<file path="src/rtl/mem_stage.sv">
// rtl/mem_stage.sv - MEM pipeline stage: data-memory handshake, stall and MEM/WB register
// Loads/stores hold the pipeline in ACCESS until ack or timeout; aborted ops write back a bubble.

module mem_stage #(
   parameter int TIMEOUT = 255
) (
   input  logic        clk_i,
   input  logic        rst_i,
   input  logic [1:0]  wb_i,
   input  logic [2:0]  mem_i,
   input  logic [31:0] result_i,
   input  logic [31:0] rtdata_i,
   input  logic [4:0]  writeaddr_i,
   output logic        dmem_req_o,
   output logic        dmem_we_o,
   output logic [31:0] dmem_addr_o,
   output logic [31:0] dmem_wdata_o,
   input  logic        dmem_ack_i,
   input  logic [31:0] dmem_rdata_i,
   output logic        stall_o,
   output logic [1:0]  wb_o,
   output logic [31:0] rdata_o,
   output logic [31:0] result_o,
   output logic [4:0]  writeaddr_o,
   output logic        err_o
);

   typedef enum logic {IDLE, ACCESS} state_t;

   localparam logic [7:0] CNT_LAST = 8'(TIMEOUT - 1);

   state_t      state;
   logic [7:0]  cnt;
   logic        lat_we;
   logic [31:0] lat_addr;
   logic [31:0] lat_wdata;
   logic [1:0]  lat_wb;
   logic [4:0]  lat_wa;

   logic memop;
   logic in_access;
   logic wait_expired;
   logic unused_branch;

   assign memop         = mem_i[1] | mem_i[0];
   assign in_access     = (state == ACCESS);
   assign wait_expired  = (cnt >= CNT_LAST);
   assign unused_branch = mem_i[2];

   assign dmem_req_o   = in_access;
   assign dmem_we_o    = in_access & lat_we;
   assign dmem_addr_o  = in_access ? lat_addr  : 32'd0;
   assign dmem_wdata_o = in_access ? lat_wdata : 32'd0;

   // Gated by rst_i so the upstream freeze drops the instant reset is applied.
   always_comb begin
      stall_o = 1'b0;
      if (rst_i) begin
         if (in_access)
            stall_o = !dmem_ack_i && !wait_expired;
         else
            stall_o = memop;
      end
   end

   always_ff @(posedge clk_i or negedge rst_i) begin
      if (!rst_i) begin
         state       <= IDLE;
         cnt         <= 8'd0;
         lat_we      <= 1'b0;
         lat_addr    <= 32'd0;
         lat_wdata   <= 32'd0;
         lat_wb      <= 2'b00;
         lat_wa      <= 5'd0;
         wb_o        <= 2'b00;
         rdata_o     <= 32'd0;
         result_o    <= 32'd0;
         writeaddr_o <= 5'd0;
         err_o       <= 1'b0;
      end else begin
         case (state)
            IDLE: begin
               if (memop) begin
                  lat_we    <= mem_i[0];
                  lat_addr  <= result_i;
                  lat_wdata <= rtdata_i;
                  lat_wb    <= wb_i;
                  lat_wa    <= writeaddr_i;
                  cnt       <= 8'd0;
                  wb_o      <= 2'b00;
                  state     <= ACCESS;
               end else begin
                  wb_o        <= wb_i;
                  result_o    <= result_i;
                  writeaddr_o <= writeaddr_i;
                  rdata_o     <= 32'd0;
               end
            end
            ACCESS: begin
               if (dmem_ack_i) begin
                  wb_o        <= lat_wb;
                  result_o    <= lat_addr;
                  writeaddr_o <= lat_wa;
                  rdata_o     <= lat_we ? 32'd0 : dmem_rdata_i;
                  state       <= IDLE;
               end else if (wait_expired) begin
                  err_o <= 1'b1;
                  wb_o  <= 2'b00;
                  state <= IDLE;
               end else begin
                  cnt  <= (cnt == 8'hFF) ? cnt : cnt + 8'd1;
                  wb_o <= 2'b00;
               end
            end
            default: state <= IDLE;
         endcase
      end
   end

endmodule

</file>
<file path="config.mk">
export PLATFORM = sky130hd
export DESIGN_NAME = mem_stage
export DESIGN_NICKNAME = d
export VERILOG_FILES = /design/src/rtl/mem_stage.sv
export SDC_FILE = /design/constraint.sdc
export NUM_CORES = 1
export LEC_CHECK = 0
export BUFFER_PORTS_ARGS = -buffer_cell sky130_fd_sc_hd__clkbuf_2
export CORE_ASPECT_RATIO = 0.75
export CORE_UTILIZATION = 49
export DETAILED_ROUTE_END_ITERATION = 10
export PLACE_DENSITY_LB_ADDON = 0.05
export SYNTH_ARGS = -nofsm -noshare
export SYNTH_HDL_FRONTEND = slang
export SYNTH_SLANG_ARGS = --single-unit
</file>
<file path="constraint.sdc">
create_clock -name clk_i -period 2.33 [get_ports clk_i]
set_input_delay 0.3495 -clock clk_i [delete_from_list [all_inputs] [get_ports clk_i]]
set_output_delay 0.3495 -clock clk_i [all_outputs]
set_load 0.01 [all_outputs]
</file>
==> summary.txt <==
Finish
  • Fin util: 0.667
  • Number of diodes: 0
  • Seq. cell area: 3830 sq um
  • Post-layout nets: 1016
  • Fill count: 1046
  • Multi-input combinational cell area: 2430 sq um
  • Proportion of layout cells with a drive suffix above 1: 0.324
  • P&R area growth vs syn: 29.8%

Setup path
  • Worst Path Required: 1980 ps
  • Startpoint types: register
  • CP max FO: 22
  • Critical Path AT: 1900 ps
  • CP endpoint kind: output pin
  • Setup CP Type: register to output pin

Floorplanning
  • Initial Util: 0.514
  • Die height: 101 microns
  • Die area: 13600 sq um
  • Core Box Area: 12500 sq um
  • Die width: 134 microns
  • I/O Pins: 248
  • Cell row count: 35

Timing
  • Count of final setup violators: 0
  • Unrepaired setup endpoints after global routing: yes
  • Fin crit period: 2250 ps
  • Final clock skew: 8.87 ps
  • Final Hold Viols: 0
  • Actual slew at the worst max-slew pin: 1250 ps
  • Fin Setup TNS: 0 ps
  • Period utilization: 0.965
  • Final number of max-transition violations: 0
  • Slew headroom: 0.165
  • Max Freq: 445 MHz
  • Smallest hold slack: 126 ps

Synth
  • Yosys warns: 0
  • Top cells by area, synth: dfrtp_1, nand2_1, and2_1, a21oi_1, a22o_1
  • Syn Area/Cell: 9.54 sq um
  • Top FF cell, synth: dfrtp_1
  • Synthesized flop and latch total: 153
  • Mapped Cells: 675
  • Post-synth EDFFs: 0
  • Post-synth top area share: 0.595
  • Syn_nets: 786
  • Post-synthesis sequential area ratio: 0.595
  • Largest area contributor in the netlist: dfrtp_1
  • Fraction of registers with async set/reset: 1.00
  • Mapped cell area: 6440 sq um
  • Top cells by count, synth: nand2_1, dfrtp_1, a21oi_1, and2_1, nor2_1
  • Most frequent cell after synthesis: nand2_1
  • Synth cell types: 30

Job
  • MaxCap Viol Count: 0

Drt
  • Final ANT Viol Nets: 0
  • Initial DRC Count: 212
  • Drt drc: 0
  • Via density: 4.98
  • Via count: 5397
  • Routed Wire Length: 15500 microns
  • Drt first pass iters: 4
  • Wire length per cell: 14.3 microns

Global routing
  • Tot GR Track Use: 0.234
  • Initial antenna violation count: 0
  • Vias in the first global route: 5157
  • Global-route wire length before repair: 25000 microns
  • Largest net degree at the start of global routing: 134
  • Grt total ovfl: 0

Placement
  • Detailed Place HPWL: 10400 microns
  • Placer Congestion: 0.756
  • Port-buffer cells: 246

Clocking
  • Clk sinks: 153
  • Max H-tree Level: 4
  • CTS tree: yes
  • Longest Clk Path Bufs: 2
  • Reg clk slew, reported paths: 70 ps
  • CTS Buf Count: 17
  • Clk_lat worst skew: 410 ps
  • Root buf cell: clkbuf_16
  • Post-CTS Setup Bufs: 0

Power and ir drop
  • Pwr Density: 1180 nW/um^2
  • P_leak: 4.55 nW
  • Peak VDD IR: 596 uV
  • Power, Total: 0.00988 W

Hold path
  • Worst min path class: input port to register

Status
  • Outcome: completed
-- per-layer routing --
metal  track usage  up-vias  part of all wire
li1              -     2663                 -
met1         0.317     2519              0.45
met2         0.375      191              0.47
met3        0.0586       24             0.069
met4        0.0735        0             0.016
met5             0        -                 0
-- cells in the final DEF, fill, tap and decap left out, drive strengths merged, types with 4 or more instances in the layout --
master,Yosys,routed
a21o,4,4
a21oi,71,71
a22o,33,33
and2,67,67
buf,32,9
clkbuf,12,263
clkinv,0,7
dfrtp,153,153
inv,3,7
mux2i,6,6
nand2,221,221
nand3,4,4
nor2,42,42
nor3,5,5
o21ai,4,4
-- cell type report --
| type | count | share of cell area |
|---|---|---|
| tap | 166 | 0.0249 |
| multi-input combinational | 475 | 0.291 |
| inverter | 3 | 0.00135 |
| timing repair buffer | 255 | 0.158 |
| clock buffer | 18 | 0.0526 |
| clock inverter | 14 | 0.0139 |
| sequential | 153 | 0.458 |
-- path summary, 6_finish.rpt --
| check | from | end | slack, ps | cells past startpoint |
|---|---|---|---|---|
| worst max-delay path | dmem_req_o | stall_o | 80 | 5 |
| worst min-delay path | rtdata_i[0] | lat_wdata[0] | 130 | 3 |
| worst max register to register | dmem_req_o | rdata_o[10] | 300 | 3 |
| worst min register to register | err_o | err_o | 450 | 1 |
| max in group asynchronous | rst_i | dmem_req_o | 1020 | 3 |
| min in group asynchronous | rst_i | result_o[12] | 370 | 2 |
-- cells by family (layout without fill, tap and decap cells) --
| kind of cell | count (synthesis) | after routing | share of synthesized area |
|---|---|---|---|
| mux | 7 | 7 | 0.0111 |
| fa+ha+maj | 2 | 2 | 0.00389 |
| compound gates | 119 | 119 | 0.122 |
| flops | 153 | 153 | 0.595 |
| simple gates | 347 | 347 | 0.235 |
| buf+inv | 47 | 290 | 0.0340 |
-- repair_timing --
item,4_1_cts,5_1_grt
endpoints found under the setup margin,0,2
hold buffers,1,0
resized for setup,0,1
endpoints found under the hold margin,20,0
-- report_power, final --
| group | total [W] | internal (W) | leakage, nW | switching, W |
|---|---|---|---|---|
| Combinational | 0.00326 | 0.00133 | 2.39 | 0.00193 |
| Clock | 0.00255 | 0.00141 | 0.267 | 0.00114 |
| Sequential | 0.00407 | 0.00357 | 1.90 | 0.000504 |
| Total | 0.00988 | 0.00632 | 4.55 | 0.00357 |
-- state kept, by name, indices dropped and copies added (netlist names) --
name and count:
rdata_o 32, lat_wb 2, lat_we 1, lat_wa 5, writeaddr_o 5, dmem_req_o 1
cnt 8, result_o 32, lat_wdata 32, lat_addr 32, wb_o 2, err_o 1
-- stage by stage --
step	instance area (sq um)	std cells	setup WS, ps
after CTS	8350	1084	21.7
after floorplan	6440	675	607
after global routing	8360	1084	-20.1
final	8360	1084	81.3
after detailed placement	7780	1051	256
after global placement	7780	1051	311
-- worst max-delay path, cell delays in order, from the launching register on --
cell	delay, ps
dfrtp_2	490
inv_1	230
o21ai_4	230
a21oi_1	240
and2_1	160
clkbuf_2	130
(Power assumes the default switching activity.)
